[config.mk]
export PLATFORM = sky130hd
export DESIGN_NAME = sdram_arbiter
export DESIGN_NICKNAME = d
export VERILOG_FILES = /design/src/rtl/sdram_pkg.sv /design/src/rtl/sdram_arbiter_rr_pick.sv /design/src/rtl/sdram_arbiter.sv
export SDC_FILE = /design/constraint.sdc
export NUM_CORES = 1
export LEC_CHECK = 0
export BUFFER_PORTS_ARGS = -buffer_cell sky130_fd_sc_hd__buf_2
export CAP_MARGIN = 0
export CORE_AREA = 5 5 117 119
export DETAILED_ROUTE_END_ITERATION = 16
export DIE_AREA = 0 0 122 124
export GPL_TIMING_DRIVEN = 0
export PLACE_DENSITY = 0.7
export SYNTH_ARGS = -nofsm -noshare
export SYNTH_HDL_FRONTEND = slang
export SYNTH_HIERARCHICAL = 1
export SYNTH_SLANG_ARGS = --single-unit
[constraint.sdc]
create_clock -name clk -period 3.7 [get_ports clk]
set_input_delay 0.37 -clock clk [delete_from_list [all_inputs] [get_ports clk]]
set_output_delay 0.37 -clock clk [all_outputs]
set_load 0.05 [all_outputs]
[src/rtl/sdram_pkg.sv]
// Shared widths and arbiter state encoding for the SDRAM client arbiter.
package sdram_pkg;

   localparam int SDRAM_AW = 20;
   localparam int SDRAM_DW = 16;
   localparam int SDRAM_LW = 4;

   typedef enum logic [1:0] {
      IDLE = 2'd0,
      RD   = 2'd1,
      WR   = 2'd2
   } arb_state_t;

   // Width of a client index; a single bit is kept even for degenerate counts.
   function automatic int idx_width(input int n);
      return (n > 1) ? $clog2(n) : 1;
   endfunction

endpackage

[src/rtl/sdram_arbiter_rr_pick.sv]
// Combinational winner selection among requesting clients.
// Round-robin from last+1 by default; SDRAM_ARB_FIXED_PRIO_EN selects lowest-index-wins.
module rr_pick
   import sdram_pkg::*;
#(
   parameter int N = 3,
   localparam int IW = idx_width(N)
) (
   input  logic [N-1:0]  req,
   input  logic [IW-1:0] last,
   output logic [N-1:0]  pick,
   output logic [IW-1:0] idx
);

`ifdef SDRAM_ARB_FIXED_PRIO_EN
   logic unused_last;
   assign unused_last = ^last;

   // Scan from the top so the lowest requesting index is written last and wins.
   always_comb begin
      pick = '0;
      idx  = '0;
      for (int i = N - 1; i >= 0; i--) begin
         if (req[i]) begin
            pick    = '0;
            pick[i] = 1'b1;
            idx     = IW'(i);
         end
      end
   end
`else
   // Scan offsets from farthest to nearest so the first requester after last wins.
   always_comb begin
      pick = '0;
      idx  = '0;
      for (int k = N; k >= 1; k--) begin
         if (req[(int'(last) + k) % N]) begin
            pick                         = '0;
            pick[(int'(last) + k) % N]   = 1'b1;
            idx                          = IW'((int'(last) + k) % N);
         end
      end
   end
`endif

endmodule

[src/rtl/sdram_arbiter.sv]
// Grants one client a whole read or write burst on the shared SDRAM controller port.
// Optional macro SDRAM_ARB_FIXED_PRIO_EN switches round-robin to fixed lowest-index priority.
module sdram_arbiter
   import sdram_pkg::*;
#(
   parameter int NCLIENTS = 3
) (
   input  logic                         clk,
   input  logic                         reset,
   input  logic [NCLIENTS*SDRAM_AW-1:0] cl_rd_addr,
   input  logic [NCLIENTS*SDRAM_LW-1:0] cl_rd_len,
   input  logic [NCLIENTS-1:0]          cl_rd_req,
   output logic [NCLIENTS-1:0]          cl_rd_ack,
   output logic [NCLIENTS-1:0]          cl_rd_rdy,
   output logic [SDRAM_DW-1:0]          cl_rd_data,
   input  logic [NCLIENTS*SDRAM_AW-1:0] cl_wr_addr,
   input  logic [NCLIENTS*SDRAM_DW-1:0] cl_wr_data,
   input  logic [NCLIENTS*SDRAM_LW-1:0] cl_wr_len,
   input  logic [NCLIENTS-1:0]          cl_wr_req,
   output logic [NCLIENTS-1:0]          cl_wr_ack,
   output logic [SDRAM_AW-1:0]          mem_rd_addr,
   output logic [SDRAM_LW-1:0]          mem_rd_len,
   output logic                         mem_rd_req,
   input  logic                         mem_rd_ack,
   input  logic [SDRAM_DW-1:0]          mem_rd_data,
   input  logic                         mem_rd_rdy,
   output logic [SDRAM_AW-1:0]          mem_wr_addr,
   output logic [SDRAM_DW-1:0]          mem_wr_data,
   output logic [SDRAM_LW-1:0]          mem_wr_len,
   output logic                         mem_wr_req,
   input  logic                         mem_wr_ack,
   output logic [NCLIENTS-1:0]          grant
);

   localparam int IW = idx_width(NCLIENTS);

   arb_state_t          state, state_nxt;
   logic [IW-1:0]       gidx, gidx_nxt, last, last_nxt, pick_idx;
   logic [NCLIENTS-1:0] grant_nxt, pick, any_req;
   logic                acked, acked_nxt, done;
   logic [4:0]          cnt, cnt_nxt;

   assign any_req = cl_rd_req | cl_wr_req;

   rr_pick #(.N(NCLIENTS)) u_pick (
      .req  (any_req),
      .last (last),
      .pick (pick),
      .idx  (pick_idx)
   );

   assign cl_rd_data  = mem_rd_data;
   assign mem_rd_addr = cl_rd_addr[gidx*SDRAM_AW +: SDRAM_AW];
   assign mem_rd_len  = cl_rd_len[gidx*SDRAM_LW +: SDRAM_LW];
   assign mem_wr_addr = cl_wr_addr[gidx*SDRAM_AW +: SDRAM_AW];
   assign mem_wr_data = cl_wr_data[gidx*SDRAM_DW +: SDRAM_DW];
   assign mem_wr_len  = cl_wr_len[gidx*SDRAM_LW +: SDRAM_LW];

   always_ff @(posedge clk) begin
      if (reset) begin
         state <= IDLE;
         grant <= '0;
         gidx  <= '0;
         last  <= IW'(NCLIENTS - 1);
         acked <= 1'b0;
         cnt   <= '0;
      end else begin
         state <= state_nxt;
         grant <= grant_nxt;
         gidx  <= gidx_nxt;
         last  <= last_nxt;
         acked <= acked_nxt;
         cnt   <= cnt_nxt;
      end
   end

   // In IDLE the winner is registered; in RD/WR strobes pass straight through to the owner.
   always_comb begin
      state_nxt  = state;
      grant_nxt  = grant;
      gidx_nxt   = gidx;
      last_nxt   = last;
      acked_nxt  = acked;
      cnt_nxt    = cnt;
      done       = 1'b0;
      mem_rd_req = 1'b0;
      mem_wr_req = 1'b0;
      cl_rd_ack  = '0;
      cl_rd_rdy  = '0;
      cl_wr_ack  = '0;
      unique case (state)
         IDLE: begin
            if (|any_req) begin
               grant_nxt = pick;
               gidx_nxt  = pick_idx;
               last_nxt  = pick_idx;
               acked_nxt = 1'b0;
               if (cl_rd_req[pick_idx]) begin
                  state_nxt = RD;
                  cnt_nxt   = {1'b0, cl_rd_len[pick_idx*SDRAM_LW +: SDRAM_LW]} + 5'd1;
               end else begin
                  state_nxt = WR;
                  cnt_nxt   = {1'b0, cl_wr_len[pick_idx*SDRAM_LW +: SDRAM_LW]} + 5'd1;
               end
            end
         end
         RD: begin
            mem_rd_req = cl_rd_req[gidx] & ~acked;
            if (mem_rd_req && mem_rd_ack) begin
               cl_rd_ack[gidx] = 1'b1;
               acked_nxt       = 1'b1;
            end
            if (mem_rd_rdy) begin
               cl_rd_rdy[gidx] = 1'b1;
               cnt_nxt         = cnt - 5'd1;
               if (cnt == 5'd1) done = 1'b1;
            end
            if (!cl_rd_req[gidx] && !acked) done = 1'b1;
         end
         WR: begin
            mem_wr_req = cl_wr_req[gidx];
            if (mem_wr_req && mem_wr_ack) begin
               cl_wr_ack[gidx] = 1'b1;
               acked_nxt       = 1'b1;
               cnt_nxt         = cnt - 5'd1;
               if (cnt == 5'd1) done = 1'b1;
            end else if (!cl_wr_req[gidx] && !acked) begin
               done = 1'b1;
            end
         end
         default: state_nxt = IDLE;
      endcase
      if (done) begin
         state_nxt = IDLE;
         grant_nxt = '0;
         acked_nxt = 1'b0;
         cnt_nxt   = '0;
      end
   end

endmodule
==> flow_metrics.tcl <==
set metrics [dict create \
    run_status "completed" \
    vias 4238 \
    clock_buffer_count_from_cts 3 \
    core_area_um2 12500 \
    syn-instance-count 421 \
    final_core_util_pct 38.4 \
    worst-endpoint-required_ps 3870 \
    grt_first_pass_wirelength_um 21700 \
    mostFrequentLayoutCells "buf_2 (299), nand2_1 (81), mux2i_1 (79)" \
    critical_path.max_fanout 8 \
    drv.max_cap_violation_count 0 \
    number_of_buffers_on_the_longest_clock_path 2 \
    grt_setup_unrepaired "false" \
    drt.antenna.violating_nets 0 \
    wl_per_cell_um 17.0 \
    clk_pin_slew_worst_paths_ps 50 \
    achievable-frequency_mhz 290 \
    postSynthAreaPerCell_um2 6.95 \
    synth_seq_area_share_pct 9.58 \
    drt-initial-drc-count 215 \
    gpl.final_weighted_congestion 0.923 \
    reg2reg_setup_slack_ps 250 \
    die_height_um 124 \
    grt_max_degree 11 \
    worst_slew_margin_rel_pct 32.7 \
    synth-edff-count 0 \
    cellPowerDensity_nw_per_um2 1010 \
    postSynthRegisterBits 14 \
    yosys.cell_types.count 52 \
    die_width_um 122 \
    antenna_diode_count 0 \
    finalSetupViolCount 0 \
    insertion_delay_ps 250 \
    netlist.area_leader.share_pct 27.0 \
    worst_clk_skew_ps 1.26 \
    p_leak_nw 2.35 \
    number_of_iterations_in_the_first_detailed_routing_pass 5 \
    grt.total_usage_pct 18.6 \
    worst_setup_path_start_kind "flop" \
    first_global_vias 4060 \
    total_number_of_nets_in_the_final_design 956 \
    drive_above_1_share_pct 47.3 \
    syn_to_final_growth_pct 63.6 \
    number_of_input_and_output_port_buffers_inserted 295 \
    tightestPinTransition_ps 1000 \
    detail_route.wirelength_um 15300 \
    yosys_warnings 6 \
    placement_rows 41 \
    synth_fp_nets 651 \
    die_area_um2 15100 \
    most_area_consuming_cells_after_synthesis "mux2i_1 (27%), o21ai_0 (12%), nand2_1 (10%)" \
    initial_utilization_pct 23.5 \
    synth_top_cell_by_area "mux2i_1" \
    timing_max_transition_violations_final 0 \
    cts_hold_fix_bufs 0 \
    most_frequent_standard_cell_in_the_layout_excluding_fill_and_tap_cells "buf_2" \
    detailed_place_hpwl_um 13000 \
    report.final.hold_viol_count 0 \
    clock_tree_from_tritoncts "yes" \
    globalRouteOverflowTotal 0 \
    ir_drop_mv 0.659 \
    htreeDepth 1 \
    timing.hold.ws_ps 339 \
    cts_root_buffer_type "clkbuf_16" \
    filler_cell_count 1363 \
    grt_antenna_before_repair 1 \
    cp_data_arrival_time_ps 3620 \
    hold_path.class "primary input to flop" \
    syn-cell-area_um2 2920 \
    boundaryPins 313 \
    post_drt_via_cell_ratio 4.72 \
    drcViolationCount 0 \
    crit_path_end_kind "flop" \
    min_period_over_period_pct 93.2 \
    postSynth.topFlopCell "dfxtp_1" \
    postSynth.asyncResetShare_pct 0 \
    path_class "flop to flop" \
    finalCriticalPeriod_ps 3450 \
    cts_sinks 14 \
]
-- metal layers --
metal  share of wire (%)  vias to the layer above  global-route usage, %  routed length, um
met3                 8.7                       24                   3.63               1330
met4                 2.2                        2                   4.41                335
met5               0.085                        -                      0                 13
li1                    -                     2082                      -                  -
met2                  48                      223                   34.4               7410
met1                  41                     1907                   22.1               6190
-- power breakdown --
group / internal, W / switching, W / total, W
Sequential: 0.000220 / 0.0000601 / 0.000280
Clock: 0.000164 / 0.0000688 / 0.000233
Combinational: 0.00139 / 0.00293 / 0.00431
-- critical path, cell delays in order, from the launching register on --
cell,delay [ps]
dfxtp_1,360
inv_1,100
ha_1,290
mux2i_1,320
o21bai_4,120
o41ai_4,350
buf_6,210
mux2i_4,290
mux4_2,380
a21oi_4,210
inv_1,60
ha_1,270
inv_1,40
mux2i_1,120
nor2_1,60
a211oi_2,190
-- worst paths after layout --
check                           cells after the start                  start               endpoint
worst min register to register                      2  grant[1]$_SDFFE_PP0P_  grant[1]$_SDFFE_PP0P_
worst max register to register                     15   last[1]$_SDFFE_PP1P_    cnt[1]$_SDFFE_PP0P_
worst min-delay path                                2                  reset   gidx[1]$_SDFFE_PP0P_
worst max-delay path                               15   last[1]$_SDFFE_PP1P_    cnt[1]$_SDFFE_PP0P_
-- logic make-up (layout without fill, tap and decap cells) --
kind of cell               count (synthesis)  after routing  share of synthesized area (%)
and+or+nand+nor                          142            142                           21.9
AOI/OAI and AO/OA                        107            107                           21.8
muxes                                     85             85                           31.2
buffers and inverters                     61            365                           10.6
DFF                                       14             14                           9.58
adders and majority gates                 11             11                           4.71
xor gates and xnor gates                   1              1                          0.300
-- metrics by stage --
step	cell area [um2]	TNS [ps]	setup slack, ps	total power (W)	cells
after floorplan	2920	0	387	0.00345	421
after global placement	4620	-587	-229	0.00441	888
after detailed placement	4620	-637	-250	0.00444	888
after CTS	4730	0	48.4	0.00473	893
after global routing	4780	0	9.65	0.00515	897
final	4780	0	253	0.00483	897
-- final cells by class --
type                    count  area [um2]  area share, %
flip-flops and latches     14         280           5.86
repair buffers            300        1510           31.6
plain buffers              45         249           5.20
multi-input cells         346        2380           49.7
inverters                  16        60.1           1.26
clock buffers               4        88.8           1.86
well taps                 172         215           4.50
-- flip-flops by register name, indices dropped and copies added (netlist names) --
register and cells:
acked 1, cnt 5, gidx 2, grant 3, last 1, state 2
-- cells in the mapped netlist (2+ instances only) --
| master | count |
|---|---|
| inv_1 | 16 |
| buf_4 | 18 |
| nor2b_1 | 3 |
| a21oi_2 | 2 |
| mux2i_1 | 79 |
| buf_2 | 4 |
| dfxtp_1 | 14 |
| mux2_2 | 2 |
| o31ai_1 | 3 |
| nand2b_1 | 8 |
| nor2_1 | 23 |
| o21ai_0 | 71 |
| clkbuf_1 | 19 |
| nand2_1 | 81 |
| a22oi_1 | 4 |
| nor3b_1 | 2 |
| buf_1 | 3 |
| ha_1 | 11 |
| and2_1 | 2 |
| and3b_1 | 2 |
| nand3b_1 | 2 |
| mux4_1 | 2 |
| nor3_1 | 6 |
| nand3_1 | 6 |
| a21oi_1 | 11 |
-- what timing repair did --
action                                  in CTS  in global routing
endpoints found under the setup margin       3                  3
resized for setup                            2                  4
pin swaps                                    0                  1
cloned                                       0                  0
setup buffers                                1                  4
Power figures use the tool's default switching activity.
